$ cat src/rtl/usb_fifo_writer.sv
// usb_fifo_writer: fabric-to-host byte transmitter for the EZ-USB FX2
// synchronous slave-FIFO interface (IN endpoint on FD[7:0]).
// Bytes are accepted on a valid/ready port into a small RAM FIFO. Each byte
// is strobed into the FX2 with SLWR# while FULL# permits. A partial packet is
// committed with PKTEND# after an idle timeout.
// Optional build macro: USB_FIFO_WRITER_ZLP_EN. When it is defined, a packet
// that ends exactly on a 512-byte boundary is followed by a zero-length
// packet once the idle timer expires.
module usb_fifo_writer #(
  parameter int          DEPTH_LOG2  = 4,
  parameter int          PKT_TIMEOUT = 1024,
  parameter logic [1:0]  EP_ADDR     = 2'b10
) (
  input  logic                  USB_CLKO,
  input  logic                  USB_RESET2,
  input  logic [7:0]            s_data,
  input  logic                  s_valid,
  output logic                  s_ready,
  output logic [DEPTH_LOG2:0]   level,
  output logic [7:0]            usb_fd,
  output logic                  usb_fd_oe,
  output logic                  usb_slwr_n,
  output logic                  usb_slrd_n,
  output logic                  usb_sloe_n,
  output logic                  usb_pktend_n,
  output logic [1:0]            usb_fifoadr,
  input  logic                  usb_full_n
);

  localparam int                  DEPTH      = 1 << DEPTH_LOG2;
  localparam logic [DEPTH_LOG2:0] FULL_LEVEL = (DEPTH_LOG2+1)'(DEPTH);
  localparam logic [15:0]         TIMER_LAST = 16'(PKT_TIMEOUT - 1);
  localparam logic [8:0]          PKT_LAST   = 9'd511;

  typedef enum logic [1:0] {
    IDLE   = 2'd0,
    WRITE  = 2'd1,
    PKTEND = 2'd2
  } state_t;

  // FIFO storage and bookkeeping
  logic [7:0]            mem [DEPTH];
  logic [7:0]            ram_q_reg;
  logic [DEPTH_LOG2-1:0] wr_ptr_reg;
  logic [DEPTH_LOG2-1:0] rd_ptr_reg;
  logic [DEPTH_LOG2-1:0] rd_addr;
  logic [DEPTH_LOG2:0]   count_reg;
  logic [DEPTH_LOG2:0]   count_next;
  logic                  fresh_reg;
  logic                  s_ready_reg;

  // Transmit control
  state_t                state_reg;
  logic [8:0]            pkt_cnt_reg;
  logic [15:0]           timer_reg;
  logic [7:0]            fd_reg;
  logic                  fd_oe_reg;
  logic                  slwr_n_reg;
  logic                  pktend_n_reg;
  logic                  slrd_n_reg;
  logic                  sloe_n_reg;
  logic [1:0]            fifoadr_reg;

  logic                  push;
  logic                  pop;
  logic                  can_pop;
  logic                  timer_armed;
  logic                  timer_run;

`ifdef USB_FIFO_WRITER_ZLP_EN
  logic                  zlp_flag_reg;
`endif

  assign push = s_valid & s_ready_reg;

  // The RAM read is registered, so a byte written on one edge is not
  // readable on the next; fresh_reg marks a head entry that is not yet
  // visible on ram_q_reg.
  assign can_pop = (count_reg != '0) && !fresh_reg;

`ifdef USB_FIFO_WRITER_ZLP_EN
  assign timer_armed = (pkt_cnt_reg != 9'd0) || zlp_flag_reg;
`else
  assign timer_armed = (pkt_cnt_reg != 9'd0);
`endif

  assign timer_run = (state_reg == IDLE) && (count_reg == '0) && timer_armed;

  // Pop decision, next fill level and the RAM read address for the next head
  always_comb begin
    pop        = 1'b0;
    count_next = count_reg;
    rd_addr    = rd_ptr_reg;
    if (!USB_RESET2 && (state_reg != PKTEND) && can_pop && usb_full_n) begin
      pop = 1'b1;
    end
    if (push && !pop) begin
      count_next = count_reg + 1'b1;
    end else if (pop && !push) begin
      count_next = count_reg - 1'b1;
    end
    if (pop) begin
      rd_addr = rd_ptr_reg + 1'b1;
    end
  end

  // Byte storage: write on push, registered read of the (next) head entry
  always_ff @(posedge USB_CLKO) begin
    if (push) begin
      mem[wr_ptr_reg] <= s_data;
    end
    ram_q_reg <= mem[rd_addr];
  end

  // FIFO pointers, level and input-side ready
  always_ff @(posedge USB_CLKO) begin
    if (USB_RESET2) begin
      wr_ptr_reg  <= '0;
      rd_ptr_reg  <= '0;
      count_reg   <= '0;
      fresh_reg   <= 1'b0;
      s_ready_reg <= 1'b0;
    end else begin
      if (push) begin
        wr_ptr_reg <= wr_ptr_reg + 1'b1;
      end
      if (pop) begin
        rd_ptr_reg <= rd_ptr_reg + 1'b1;
      end
      count_reg   <= count_next;
      fresh_reg   <= push && (count_next == {{DEPTH_LOG2{1'b0}}, 1'b1});
      s_ready_reg <= (count_next != FULL_LEVEL);
    end
  end

  // Transmit FSM: SLWR# strobes, packet byte count, idle timer and PKTEND#
  always_ff @(posedge USB_CLKO) begin
    if (USB_RESET2) begin
      state_reg    <= IDLE;
      pkt_cnt_reg  <= 9'd0;
      timer_reg    <= 16'd0;
      fd_reg       <= 8'h00;
      fd_oe_reg    <= 1'b0;
      slwr_n_reg   <= 1'b1;
      pktend_n_reg <= 1'b1;
`ifdef USB_FIFO_WRITER_ZLP_EN
      zlp_flag_reg <= 1'b0;
`endif
    end else begin
      fd_oe_reg    <= 1'b1;
      pktend_n_reg <= 1'b1;
      case (state_reg)
        IDLE, WRITE: begin
          if (pop) begin
            fd_reg      <= ram_q_reg;
            slwr_n_reg  <= 1'b0;
            pkt_cnt_reg <= pkt_cnt_reg + 9'd1;
            timer_reg   <= 16'd0;
            state_reg   <= WRITE;
`ifdef USB_FIFO_WRITER_ZLP_EN
            // Only the byte that completes a 512-byte packet arms the ZLP.
            zlp_flag_reg <= (pkt_cnt_reg == PKT_LAST);
`endif
          end else begin
            slwr_n_reg <= 1'b1;
            state_reg  <= IDLE;
            if (push) begin
              // New data is on its way: cancel any pending commit.
              timer_reg <= 16'd0;
            end else if (timer_run) begin
              if (timer_reg == TIMER_LAST) begin
                // Hold at the limit until the FX2 has room for the commit.
                if (usb_full_n) begin
                  pktend_n_reg <= 1'b0;
                  state_reg    <= PKTEND;
                end
              end else begin
                timer_reg <= timer_reg + 16'd1;
              end
            end
          end
        end
        PKTEND: begin
          slwr_n_reg  <= 1'b1;
          pkt_cnt_reg <= 9'd0;
          timer_reg   <= 16'd0;
          state_reg   <= IDLE;
`ifdef USB_FIFO_WRITER_ZLP_EN
          zlp_flag_reg <= 1'b0;
`endif
        end
        default: begin
          slwr_n_reg <= 1'b1;
          state_reg  <= IDLE;
        end
      endcase
    end
  end

  // Static FX2 control lines: read side unused, endpoint address fixed
  always_ff @(posedge USB_CLKO) begin
    if (USB_RESET2) begin
      slrd_n_reg  <= 1'b1;
      sloe_n_reg  <= 1'b1;
      fifoadr_reg <= EP_ADDR;
    end else begin
      slrd_n_reg  <= 1'b1;
      sloe_n_reg  <= 1'b1;
      fifoadr_reg <= EP_ADDR;
    end
  end

  assign s_ready      = s_ready_reg;
  assign level        = count_reg;
  assign usb_fd       = fd_reg;
  assign usb_fd_oe    = fd_oe_reg;
  assign usb_slwr_n   = slwr_n_reg;
  assign usb_pktend_n = pktend_n_reg;
  assign usb_slrd_n   = slrd_n_reg;
  assign usb_sloe_n   = sloe_n_reg;
  assign usb_fifoadr  = fifoadr_reg;

endmodule

$ cat config.mk
export PLATFORM = sky130hd
export DESIGN_NAME = usb_fifo_writer
export DESIGN_NICKNAME = d
export VERILOG_FILES = /design/src/rtl/usb_fifo_writer.sv
export SDC_FILE = /design/constraint.sdc
export NUM_CORES = 1
export LEC_CHECK = 0
export ABC_AREA = 1
export BUFFER_PORTS_ARGS = -buffer_cell sky130_fd_sc_hd__buf_2
export CORE_ASPECT_RATIO = 0.6
export CORE_MARGIN = 4
export CORE_UTILIZATION = 56
export CTS_CLUSTER_DIAMETER = 200
export DETAILED_ROUTE_END_ITERATION = 7
export PLACE_DENSITY = 0.76
export SYNTH_ARGS = -nofsm -noshare
export SYNTH_HDL_FRONTEND = slang
export SYNTH_SLANG_ARGS = --single-unit
$ cat constraint.sdc
create_clock -name USB_CLKO -period 1.7 [get_ports USB_CLKO]
set_input_delay 0 -clock USB_CLKO [delete_from_list [all_inputs] [get_ports USB_CLKO]]
set_output_delay 0 -clock USB_CLKO [all_outputs]
set_load 0.005 [all_outputs]
==> impl_metrics.tcl, run 1 <==
set metrics [dict create \
    run_status "finished with violations" \
    failed_checks "negative setup slack" \
    r2r_start "level[0]" \
    pleak_nw 5.204 \
    worst_r2r_path_depth 12 \
    max_freq_mhz 496.3 \
    drive_gt1_share_pct 35.96 \
    met2_usage_pct 42.59 \
    insertedDiodeCount 0 \
    grt_max_degree 30 \
    cts_root_buffer "clkbuf_16" \
    die_h_um 105.9 \
    synth_sequential_area_ratio_pct 56.58 \
    core_mm2 0.01550 \
    first_iter_violations 1514 \
    power-per-cell-area_mw_per_mm2 1260 \
    synth_area_mm2 0.008952 \
    die_w_um 171.2 \
    endpoint_of_the_worst_slack_reg_to_reg_timing_path "ram_q_reg[5]" \
    fillCellCount 855 \
    regArea_mm2 0.005074 \
    cpMaxStageDelayCell "dfxtp_2" \
    synth_cell_type_count 43 \
    critical-path-top-cell-by-count "nand2_8" \
    hold_class "in -> reg" \
    area_growth_syn_to_layout_pct 36.37 \
    setup.worst_path.end_class "register" \
    floorplan.initialDensity_pct 57.75 \
    timing.clock.skew_ps 11.41 \
    die-area_mm2 0.01814 \
    critPathKind "reg -> reg" \
    vias 8477 \
    ios 33 \
    rrSetupSlack_ps -310 \
    grt_use_met1_pct 47.54 \
    crit_path_start_kind "register" \
    power.ir.vdd_worst_mv 0.9442 \
    layout_setup_ws_ps -314.9 \
    dominantRegCellSynth "edfxtp_1" \
    critical-path-top-delay-family "simple AND/OR/NAND/NOR gates" \
    area_taken_by_multi_input_logic_gates_mm2 0.003857 \
    final_hold_viol_count 0 \
    grt_setup_unrepaired "true" \
    tritoncts.num_buffers 17 \
    synth_most_common_cell "nand3_1" \
    finalSetupViolations 55 \
    synth.ff_latch_count 189 \
    timing.final.crit_share_pct 118.5 \
    crit_path_max_incr_delay_ps 330 \
    ys_top_cells_by_count "nand3_1, nand2_1, inv_1, edfxtp_1, nor2_1" \
    fp-row-count 35 \
    synth_area_per_cell_um2 9.098 \
    timing.critical_path.fanout_max 18 \
    grt_util_met3_pct 10.78 \
    total_grt_usage_pct 31.23 \
    htreeDepth 4 \
    post-route-drc-count 0 \
    synthTopCellsByArea "edfxtp_1, dfxtp_1, nand3_1" \
    total_half_perimeter_wirelength_after_legalization_and_detailed_placement_um 16080 \
    largest_register_ff_count 128 \
    clock_path_buffers 2 \
    bufs_and_invs_on_worst_path 2 \
    worst_setup_hold_path_clk_slew_ps 80 \
    tritoncts_clock_tree "yes" \
    drt_pre_antenna_iters 8 \
    routing_layer_with_the_top_usage_in_global_route "met1" \
    placement.io_buffers 28 \
    hold_ws_ps 9.015 \
    netlist.top_cell.by_area "edfxtp_1" \
    finalMaxSlewViolations 0 \
    async_s_r_ff_share_synth_pct 0 \
    fin_nets 1164 \
    detail_route.wl_per_cell_um 23.76 \
    period_needed_ps 2015 \
    yosys.area.top_type_share_pct 42.94 \
    crit_path_cell_trace "inv_2 > ha_4 > nand3_4 > nand2_8 > nand2_8 > nand2_8 > buf_12 > nand2_1 > nand3_1 > nand3_1 > nand3_2 > nand2_1" \
    gp_congestion 0.9400 \
    route.antenna.remaining_nets 0 \
    drt_wl_total_um 32240 \
    postSynthCellCount 984 \
    drv.max_cap_violation_count 0 \
    grt_first_pass_wirelength_um 42570 \
    holdCritStartpoint "s_data[5]" \
    clock_latency_ps 450 \
    worst-endpoint-required_ps 2040 \
    synth_edf_count 128 \
    worstPathArrival_ps 2350 \
    detail_route.vias_per_cell 6.247 \
    yosys_warnings 0 \
    hold-path-cell-count 1 \
    first_global_vias 7243 \
    antenna_violations_before_repair 0 \
    globalRouteOverflowTotal 0 \
    final_util_pct 78.75 \
    min_to "mem[6][5]" \
    clkSinkCount 189 \
]
## how the worst max path moves through the flow
| stage | start | endpoint | slack [ps] | depth (start not counted) |
|---|---|---|---|---|
| finish | level[0] | ram_q_reg[5] | -310 | 12 |
| CTS | level[1] | ram_q_reg[7] | -140 | 14 |
| floorplan | level[0] | ram_q_reg[0] | -10 | 10 |
| global route | level[0] | ram_q_reg[5] | -390 | 12 |
| detailed placement | level[1] | ram_q_reg[7] | -190 | 11 |
| global placement | level[1] | ram_q_reg[5] | -160 | 11 |
## routing by layer
layer / wire [um] / vias up
met5: 0 / -
met3: 5152 / 191
met1: 12090 / 3925
met4: 1569 / 0
li1: - / 3549
met2: 13430 / 812
## worst register-to-register path, delay by kind of cell (launching register included)
kind          cells  cell delay [ps]
simple gates      9             1160
buf+inv           2              240
fa+ha+maj         1              170
flops             1              330
## final cells by class
cell class,count,share of cell area (%)
clock inverter,12,1.056
clock buffer,20,4.007
multi-input combinational,586,31.60
timing repair buffer,180,14.33
sequential,189,41.56
tap,203,2.081
inverter,167,5.370
## stage by stage
stage	area [um2]	power (W)	setup TNS, ps	cells	setup slack, ps
6_report	12210	0.01539	-6409	1357	-314.9
5_1_grt	12210	0.01580	-9063	1357	-393.2
4_1_cts	11390	0.01403	-1044	1330	-137.2
3_5_place_dp	9990	0.008770	-2627	1276	-190.6
3_3_place_gp	9990	0.008716	-2049	1276	-161.5
2_1_floorplan	9015	0.007533	-91.93	986	-11.49
## layout by cell type (no fill, tap or decap), types with 10 or more instances in the layout
| cell | Yosys | final |
|---|---|---|
| nand3_1 | 185 | 104 |
| clkbuf_16 | 0 | 22 |
| nand4_1 | 13 | 13 |
| nand3_4 | 0 | 10 |
| inv_1 | 163 | 150 |
| dfxtp_1 | 61 | 54 |
| nor2_2 | 2 | 15 |
| buf_6 | 9 | 20 |
| nor2_1 | 72 | 49 |
| nor2_4 | 3 | 13 |
| inv_2 | 3 | 10 |
| buf_4 | 11 | 101 |
| a21oi_1 | 22 | 15 |
| buf_2 | 18 | 28 |
| edfxtp_1 | 128 | 128 |
| nand2_1 | 181 | 149 |
| o21ai_0 | 15 | 13 |
| nand3_2 | 3 | 74 |
| nand3b_1 | 26 | 26 |
| nand2_2 | 7 | 30 |
| buf_12 | 0 | 11 |
## where the power goes
part	total, W	switching (W)	internal (W)
sequential	0.00538	0.000224	0.00515
combinational	0.00577	0.00333	0.00245
clock	0.00424	0.00200	0.00224
total	0.0154	0.00555	0.00984
## cells by family (layout without fill, tap and decap cells)
family / count (synthesis) / after routing / synth area share, %
DFF: 189 / 189 / 56.58
and+or+nand+nor: 512 / 513 / 26.99
AOI/OAI and AO/OA: 48 / 48 / 3.117
buffers and inverters: 212 / 379 / 10.41
xor gates and xnor gates: 9 / 9 / 1.174
adders and majority gates: 11 / 11 / 1.537
muxes: 1 / 1 / 0.1118
other: 2 / 4 / 0.08389
## repair_timing
action | 4_1_cts | 5_1_grt
hold buffers | 4 | 2
gates cloned | 9 | 4
gates resized for setup | 99 | 149
pin swaps | 25 | 60
buffers inserted | 9 | 24
endpoints found under the setup margin | 29 | 52
endpoints found under the hold margin | 43 | 7
No activity file was read; power rests on OpenSTA's default activity.
==> run 2, diff against run 1 <==
CORE_MARGIN = unset   (was 4)
==> impl_metrics.tcl, run 2 (synthesized netlist as in run 1, its figures left out) <==
set metrics [dict create \
    max_freq_mhz 518.8 \
    detail_route.vias_per_cell 5.990 \
    detail_route.wl_per_cell_um 21.84 \
    placement.io_buffers 28 \
    first_global_vias 7048 \
    finalSetupViolations 43 \
    critical-path-top-delay-family "simple AND/OR/NAND/NOR gates" \
    layout_setup_ws_ps -227.7 \
    cpMaxStageDelayCell "dfxtp_2" \
    tritoncts_clock_tree "yes" \
    drv.max_cap_violation_count 0 \
    worstPathArrival_ps 2300 \
    core_mm2 0.01550 \
    gp_congestion 0.9538 \
    setup.worst_path.end_class "register" \
    grt_setup_unrepaired "true" \
    ios 33 \
    worst-endpoint-required_ps 2070 \
    crit_path_cell_trace "inv_2 > ha_4 > nand2_2 > nor2_4 > nor2_4 > buf_6 > o21ai_4 > buf_12 > nand3_1 > nand3_2 > nand3_1 > nand2_1" \
    fp-row-count 35 \
    grt_first_pass_wirelength_um 40320 \
    pleak_nw 4.955 \
    period_needed_ps 1928 \
    drive_gt1_share_pct 33.04 \
    drt_pre_antenna_iters 8 \
    largest_register_ff_count 128 \
    first_iter_violations 1207 \
    antenna_violations_before_repair 0 \
    globalRouteOverflowTotal 0 \
    area_growth_syn_to_layout_pct 32.05 \
    vias 8014 \
    finalMaxSlewViolations 0 \
    die_w_um 165.2 \
    most_frequent_cells_in_the_layout "nand2_1, inv_1, edfxtp_1, nand3_1, buf_4" \
    final_hold_viol_count 0 \
    die_h_um 99.94 \
    hold_class "in -> reg" \
    tritoncts.num_buffers 17 \
    failed_checks "design-rule violations, negative setup slack" \
    insertedDiodeCount 0 \
    clock_path_buffers 2 \
    crit_path_max_incr_delay_ps 330 \
    run_status "finished with violations" \
    crit_path_start_kind "register" \
    critPathKind "reg -> reg" \
    bufs_and_invs_on_worst_path 3 \
    timing.clock.skew_ps 11.57 \
    timing.critical_path.fanout_max 15 \
    route.antenna.remaining_nets 0 \
    htreeDepth 4 \
    detailed_place.area_mm2 0.01010 \
    postLayoutCellArea_mm2 0.01182 \
    clkSinkCount 189 \
    final_util_pct 76.26 \
    timing.final.crit_share_pct 113.4 \
    power_w 0.01429 \
    post-route-drc-count 7 \
    pre_cts_ws_ps -164.3 \
    floorplan.initialDensity_pct 57.75 \
    total_half_perimeter_wirelength_after_legalization_and_detailed_placement_um 17060 \
    power.ir.vdd_worst_mv 0.6977 \
    cts_root_buffer "clkbuf_16" \
    drt_wl_total_um 29230 \
    worst_setup_hold_path_clk_slew_ps 80 \
    worst_setup_path_startpoint "level[1]" \
    power-per-cell-area_mw_per_mm2 1209 \
    holdCritStartpoint "s_data[2]" \
    grt_max_degree 40 \
    fin_nets 1145 \
    total_grt_usage_pct 33.47 \
    r2r_start "level[1]" \
    hold_ws_ps 13.15 \
    mostFrequentLayoutCell "nand2_1" \
    die-area_mm2 0.01651 \
    clock_latency_ps 440 \
]
-- run 2: cell types whose count changed in the layout (fill, tap and decap cells not counted), sizes merged --
| cell | change |
|---|---|
| clkbuf | -4 |
| clkinv | +4 |
| dlygate4sd3 | -4 |
| nand2 | -1 |
| inv | -1 |
| bufbuf | -1 |
| bufinv | -1 |
| buf | -11 |
-- run 2: final cells by class --
cell class,instances,area (um2)
inverters,167,648.1
clock buffers,18,429.2
repair buffers,162,1513
fillers,951,3681
clock inverters,14,146.4
well taps,203,254.0
flip-flops and latches,189,5074
multi-input cells,585,3757
-- run 2: layer usage --
layer	vias up	part of all wire [%]	GRT usage, %
li1	3497	-	-
met1	3795	40	50.64
met2	625	42	45.16
met3	97	15	12.07
met4	0	2.5	7.904
met5	-	0	0
-- run 2: repair_timing --
item,in CTS,in global routing
hold buffers,2,0
resized for setup,91,123
buffers inserted,14,6
gates cloned,6,1
pin swaps,21,41
endpoints found under the hold margin,22,0
endpoints found under the setup margin,46,66
-- run 2: final timing paths --
| kind | end | slack (ps) | depth (start not counted) |
|---|---|---|---|
| worst max-delay path | ram_q_reg[3] | -230 | 12 |
| worst min-delay path | mem[6][2] | 10 | 1 |
| worst max register to register | ram_q_reg[3] | -230 | 12 |
| worst min register to register | timer_reg[13] | 500 | 2 |
-- run 2: through the flow --
stage                     TNS (ps)  std cells
final                        -4750       1338
after global routing         -7327       1338
after CTS                    -1886       1331
after detailed placement     -2625       1279
after global placement       -1440       1279
after floorplan             -91.93        986
-- run 2: power breakdown --
part / internal (W) / total (W) / switching (W)
clock network: 0.00196 / 0.00393 / 0.00197
registers: 0.00515 / 0.00536 / 0.000208
logic: 0.00201 / 0.00500 / 0.00299
total: 0.00912 / 0.0143 / 0.00517
